--- src/rtl/tc_div_pkg.sv ---
// Shared widths, saturation limits and FSM encoding for the sequential divider.
package tc_div_pkg;

  localparam int DIVIDEND_W_DEF = 28;
  localparam int DIVISOR_W_DEF  = 17;
  localparam int QUOT_W_DEF     = 11;

  // Saturation limits of a signed quotient of the given width.
  function automatic longint sat_pos(input int qw);
    return (64'sd1 <<< (qw - 1)) - 1;
  endfunction

  function automatic longint sat_neg(input int qw);
    return -(64'sd1 <<< (qw - 1));
  endfunction

  localparam longint Q_MAX_DEF = sat_pos(QUOT_W_DEF);  // 1023
  localparam longint Q_MIN_DEF = sat_neg(QUOT_W_DEF);  // -1024

  typedef enum logic [1:0] {
    IDLE = 2'd0,
    CALC = 2'd1,
    DONE = 2'd2
  } state_t;

endpackage

--- src/rtl/tc_div_step.sv ---
// One combinational restoring-division step.
module tc_div_step #(
  parameter int DIVISOR_W = 17
) (
  input  logic [DIVISOR_W:0]   rem_in,
  input  logic                 bit_in,
  input  logic [DIVISOR_W-1:0] divisor,
  output logic [DIVISOR_W:0]   rem_out,
  output logic                 q_bit
);

  logic [DIVISOR_W+1:0] shifted;
  logic [DIVISOR_W+1:0] diff;

  // Shift in the next dividend bit, trial-subtract, keep the difference if it did not go negative.
  always_comb begin
    shifted = {rem_in, bit_in};
    diff    = shifted - {2'b00, divisor};
    q_bit   = ~diff[DIVISOR_W+1];
    rem_out = q_bit ? diff[DIVISOR_W:0] : shifted[DIVISOR_W:0];
  end

endmodule

--- src/rtl/tc_l1l2f_div_28s_17ns_11s.sv ---
// Sequential signed/unsigned restoring divider, one quotient bit per cycle,
// with saturated signed quotient and dividend-signed remainder.
module tc_l1l2f_div_28s_17ns_11s
  import tc_div_pkg::*;
#(
  parameter int DIVIDEND_W = DIVIDEND_W_DEF,
  parameter int DIVISOR_W  = DIVISOR_W_DEF,
  parameter int QUOT_W     = QUOT_W_DEF
) (
  input  logic                        ap_clk,
  input  logic                        ap_rst_n,
  input  logic                        in_valid,
  output logic                        in_ready,
  input  logic signed [DIVIDEND_W-1:0] dividend,
  input  logic [DIVISOR_W-1:0]        divisor,
  output logic                        out_valid,
  input  logic                        out_ready,
  output logic signed [QUOT_W-1:0]    quotient,
  output logic signed [DIVISOR_W:0]   remainder,
  output logic                        ovf,
  output logic                        dz
);

  localparam int CNT_W = $clog2(DIVIDEND_W);
  // Magnitude limits: positive results saturate above POS_LIM, negative above POS_LIM+1.
  localparam logic [DIVIDEND_W-1:0] POS_LIM = DIVIDEND_W'(sat_pos(QUOT_W));
  localparam logic [DIVIDEND_W-1:0] NEG_LIM = DIVIDEND_W'(-sat_neg(QUOT_W));
  localparam logic signed [QUOT_W-1:0] Q_MAX = QUOT_W'(sat_pos(QUOT_W));
  localparam logic signed [QUOT_W-1:0] Q_MIN = QUOT_W'(sat_neg(QUOT_W));

  state_t state, state_nxt;
  logic [CNT_W-1:0]      cnt;
  logic [DIVIDEND_W-1:0] mag;      // dividend magnitude shifting out, quotient shifting in
  logic [DIVISOR_W:0]    prem;     // partial remainder
  logic [DIVISOR_W-1:0]  dvs;
  logic                  neg;
  logic                  dz_r;
  logic                  last;

  logic [DIVISOR_W:0]    step_rem;
  logic                  step_q;
  logic [DIVIDEND_W-1:0] qmag;
  logic signed [QUOT_W-1:0]  fin_q;
  logic signed [DIVISOR_W:0] fin_r;
  logic                      fin_ovf;

  tc_div_step #(.DIVISOR_W(DIVISOR_W)) u_step (
    .rem_in  (prem),
    .bit_in  (mag[DIVIDEND_W-1]),
    .divisor (dvs),
    .rem_out (step_rem),
    .q_bit   (step_q)
  );

  assign last      = (cnt == CNT_W'(DIVIDEND_W - 1));
  assign qmag      = {mag[DIVIDEND_W-2:0], step_q};
  assign in_ready  = (state == IDLE);
  assign out_valid = (state == DONE);

  // Next state: accept in IDLE, run DIVIDEND_W steps, hold result until consumed.
  always_comb begin
    state_nxt = state;
    case (state)
      IDLE:    if (in_valid) state_nxt = CALC;
      CALC:    if (last) state_nxt = DONE;
      DONE:    if (out_ready) state_nxt = IDLE;
      default: state_nxt = IDLE;
    endcase
  end

  // Result formatting from the final step: sign correction, saturation, divide-by-zero override.
  always_comb begin
    fin_ovf = 1'b0;
    fin_r   = neg ? -step_rem : step_rem;
    fin_q   = neg ? -qmag[QUOT_W-1:0] : qmag[QUOT_W-1:0];
    if (dz_r) begin
      fin_q = neg ? Q_MIN : Q_MAX;
      fin_r = '0;
    end else if (!neg && qmag > POS_LIM) begin
      fin_q   = Q_MAX;
      fin_ovf = 1'b1;
    end else if (neg && qmag > NEG_LIM) begin
      fin_q   = Q_MIN;
      fin_ovf = 1'b1;
    end
  end

  // State register.
  always_ff @(posedge ap_clk or negedge ap_rst_n) begin
    if (!ap_rst_n) state <= IDLE;
    else           state <= state_nxt;
  end

  // Operand capture, iteration datapath and result registers.
  always_ff @(posedge ap_clk or negedge ap_rst_n) begin
    if (!ap_rst_n) begin
      cnt       <= '0;
      mag       <= '0;
      prem      <= '0;
      dvs       <= '0;
      neg       <= 1'b0;
      dz_r      <= 1'b0;
      quotient  <= '0;
      remainder <= '0;
      ovf       <= 1'b0;
      dz        <= 1'b0;
    end else begin
      case (state)
        IDLE: if (in_valid) begin
          mag  <= dividend[DIVIDEND_W-1] ? (~dividend + 1'b1) : dividend;
          neg  <= dividend[DIVIDEND_W-1];
          dvs  <= divisor;
          dz_r <= (divisor == '0);
          prem <= '0;
          cnt  <= '0;
        end
        CALC: begin
          mag  <= qmag;
          prem <= step_rem;
          cnt  <= cnt + 1'b1;
          if (last) begin
            quotient  <= fin_q;
            remainder <= fin_r;
            ovf       <= fin_ovf;
            dz        <= dz_r;
          end
        end
        default: ;
      endcase
    end
  end

endmodule
--- config.mk ---
export PLATFORM = sky130hd
export DESIGN_NAME = tc_l1l2f_div_28s_17ns_11s
export DESIGN_NICKNAME = d
export VERILOG_FILES = /design/src/rtl/tc_div_pkg.sv /design/src/rtl/tc_div_step.sv /design/src/rtl/tc_l1l2f_div_28s_17ns_11s.sv
export SDC_FILE = /design/constraint.sdc
export NUM_CORES = 1
export LEC_CHECK = 0
export CAP_MARGIN = 20
export CELL_PAD_IN_SITES_DETAIL_PLACEMENT = 1
export CELL_PAD_IN_SITES_GLOBAL_PLACEMENT = 2
export CORE_UTILIZATION = 37
export DETAILED_ROUTE_END_ITERATION = 8
export GPL_TIMING_DRIVEN = 1
export HOLD_SLACK_MARGIN = 0.08
export PLACE_DENSITY_LB_ADDON = 0.1
export SLEW_MARGIN = 40
export SYNTH_ARGS = -nofsm -noshare
export SYNTH_HDL_FRONTEND = slang
export SYNTH_HIERARCHICAL = 1
export SYNTH_SLANG_ARGS = --single-unit
--- constraint.sdc ---
create_clock -name ap_clk -period 8.4 [get_ports ap_clk]
set_input_delay 0.84 -clock ap_clk [delete_from_list [all_inputs] [get_ports ap_clk]]
set_output_delay 0.84 -clock ap_clk [all_outputs]
set_load 0.1 [all_outputs]
==> out/summary.txt <==
PnR worst setup slack -> 3.810 ns
Antenna cell count -> 0
Hold Violations, Final -> 0
Met2 WL -> 8201 um
Ys async rst share -> 1.000
Die height -> 136.0 um
Worst clock skew -> 0.008034 ns
Filler cells -> 2076
Crit path DAT -> 4.81 ns
Largest net degree at the start of global routing -> 73
Placement Cell Area -> 7445 um^2
Hold Crit Class -> in -> async
Initial antenna violation count -> 0
R2R Path End -> remainder[17]
Setup crit end kind -> flip-flop
Sequential area share after synthesis -> 0.3882
Site Rows -> 48
Post-synth EDFFs -> 0
Bufs on Longest Clock Path -> 2
Yosys reg bits -> 103
Crit Path Max Fanout -> 18
Clk_lat worst skew -> 0.35 ns
Flop2flop setup slack -> 3.81 ns
Root buf cell -> clkbuf_16
Reg-to-reg startpoint -> prem[12]
HPWL after detailed placement -> 14060 um
RSZ-0062 raised after global routing -> no
Die width -> 136.0 um
DRC viols -> 0
Critical path class -> reg -> reg
Final instance area -> 7750 um^2
Reg2reg path depth -> 13
Post-synth design cell area -> 6639 um^2
DR WL met3 -> 619 um
Synth-to-Final Area Change -> 16.74%
Port bufs -> 81
Status -> completed
Cell variety after synth -> 61
Top_reg_cell synth -> dfrtp_1
Fin Setup TNS -> 0 ns
DIE AREA -> 18480 um^2
Total wire length -> 19230 um
Share of layout cells above drive strength 1 -> 0.1119
First-pass GRT wire length -> 31660 um
Syn_nets -> 824
CTS Sinks -> 103
Io pins -> 82
Worst path cell trace -> ha_1 -> a21oi_4 -> o21ai_2 -> a2111oi_4 -> nand3_2 -> xor2_2 -> buf_4 -> mux2_4 -> or4_1 -> or4_4 -> o31ai_4 -> xor2_1 -> o21ai_1
CP peak stage delay -> 0.66 ns
Cells after Synth -> 753
Routability cong. -> 0.8327
Slew headroom -> 0.4540
Total CTS buffers -> 9
Core Box Area -> 17420 um^2
Tmin final -> 4.590 ns
Worst EP required -> 8.62 ns
Via density -> 5.506
Post-CTS setup buffers -> 0
Max Used Layer -> met4
Reg clk slew, reported paths -> 0.07 ns
Max Transition Viols Final -> 0
Pre-Repair DR Iteration Count -> 4
ANT nets after route -> 0
Starting density of the core -> 0.3812
Crit path max-delay cell type -> or4_1
GRT Total Usage -> 0.2183
Worst Max-Slew Pin Slew -> 0.8159 ns
Critical path launch point type -> flip-flop
Hold_buf cts -> 0
Synthesized area per cell -> 8.817 um^2
DR WL/cell -> 18.53 um
TritonCTS clock tree -> built
Vias in the first global route -> 5777
Routed vias -> 5715
Post_cts resized -> 0
Number of H-tree levels -> 3
Syn. warnings -> 6
Final worst path period share -> 0.5465
Grt ovf -> 0
Nets -> 880
Endpoints failing setup -> 0
Wl on met1 -> 10220 um
Initial DRC count -> 267
Pre-CTS WS -> 3.811 ns
Peak Freq -> 0.2178 GHz
Max_cap viols -> 0
area by class of cell:
type,instances,area [um^2],share of cell area
clock buffer,12,236.5,0.03051
clock inverter,3,68.82,0.008880
inverter,28,105.1,0.01356
multi-input combinational,578,3772,0.4868
sequential,103,2579,0.3327
tap,225,281.5,0.03633
timing repair buffer,89,706.9,0.09122
cell families (layout without fill, tap and decap cells):
| group | Yosys count | in the layout | synth area share |
|---|---|---|---|
| buf+inv | 72 | 132 | 0.04542 |
| mux | 27 | 27 | 0.05164 |
| flops | 103 | 103 | 0.3882 |
| fa+ha+maj | 22 | 22 | 0.04259 |
| xor+xnor | 56 | 56 | 0.07388 |
| simple gates | 272 | 272 | 0.1902 |
| compound gates | 201 | 201 | 0.2081 |
critical path, delay by kind of cell (launching register included):
family	cells	cell delay, ns
muxes	1	0.36
and+or+nand+nor	3	1.39
DFF	1	0.40
AOI/OAI and AO/OA	5	0.95
buffers and inverters	1	0.37
xor gates and xnor gates	2	0.55
adders and majority gates	1	0.43
worst max-delay path by stage:
stage	startpoint	end	slack [ns]	depth (start not counted)
after global placement	mag[27]	remainder[15]	3.88	15
after CTS	prem[12]	remainder[15]	3.80	13
after floorplan	dvs[0]	remainder[17]	4.42	15
after global routing	prem[12]	remainder[16]	3.52	15
final	prem[12]	remainder[17]	3.81	13
after detailed placement	prem[12]	remainder[15]	3.81	13
per-layer routing:
metal	up-vias	GRT usage
met3	12	0.02200
met5	-	0
met4	0	0.05617
met2	99	0.3243
met1	2797	0.3340
li1	2807	-
cells in the mapped netlist (all sizes together) (11+ instances only):
| cell type | count | share of area |
|---|---|---|
| or4 | 12 | 0.014 |
| clkbuf | 32 | 0.018 |
| nand2 | 150 | 0.085 |
| ha | 21 | 0.040 |
| or3 | 11 | 0.010 |
| o31ai | 21 | 0.028 |
| xnor2 | 15 | 0.020 |
| xor2 | 41 | 0.054 |
| nand3 | 14 | 0.011 |
| buf | 12 | 0.011 |
| mux2i | 11 | 0.017 |
| nor4 | 12 | 0.013 |
| a22oi | 24 | 0.027 |
| nor2 | 35 | 0.020 |
| dfrtp | 103 | 0.39 |
| a21oi | 16 | 0.014 |
| o21ai | 76 | 0.058 |
| inv | 28 | 0.016 |
| mux2 | 16 | 0.035 |
layout by cell type, fill, tap and decap left out, types with 3 or more instances in the layout:
cell and instances:
or4_1 11, nor2_1 35, o31ai_1 19, nand3_1 13, a21oi_1 14, nand2_1 149, and2_1 3, clkbuf_16 9
ha_1 21, or2_2 3, or3_1 11, nand4_1 7, a211oi_1 3, buf_4 8, nor3_1 10, o22a_1 8
o211ai_1 10, a22oi_1 24, o21a_1 5, clkbuf_1 3, a21o_1 9, dfrtp_1 102, o41ai_1 8, inv_1 28
a31oi_1 7, o21ai_1 3, nand2b_1 6, mux2i_1 11, mux2_4 14, nor4_1 10, clkdlybuf4s50_1 47, xor2_1 40
xnor2_1 15, buf_2 33, o21ai_0 72
metrics by stage:
step	hold slack (ns)	utilization	std cells
after floorplan	0.4457	-	753
after global placement	0.4593	0.4365	1023
after detailed placement	0.4662	0.4274	1023
after CTS	0.4589	0.4450	1038
after global routing	0.4710	0.4450	1038
final	0.4433	0.4450	1038
flip-flops by register name, indices dropped and copies added, names as in the netlist:
name and cells:
remainder 18, ovf 1, mag 28, cnt 5, neg 1, dz_r 1, quotient 11, prem 18
dvs 17, state 2, dz 1
Power is not shown: default switching activity piles up to over one toggle a cycle in this logic, so the estimate is an artifact.
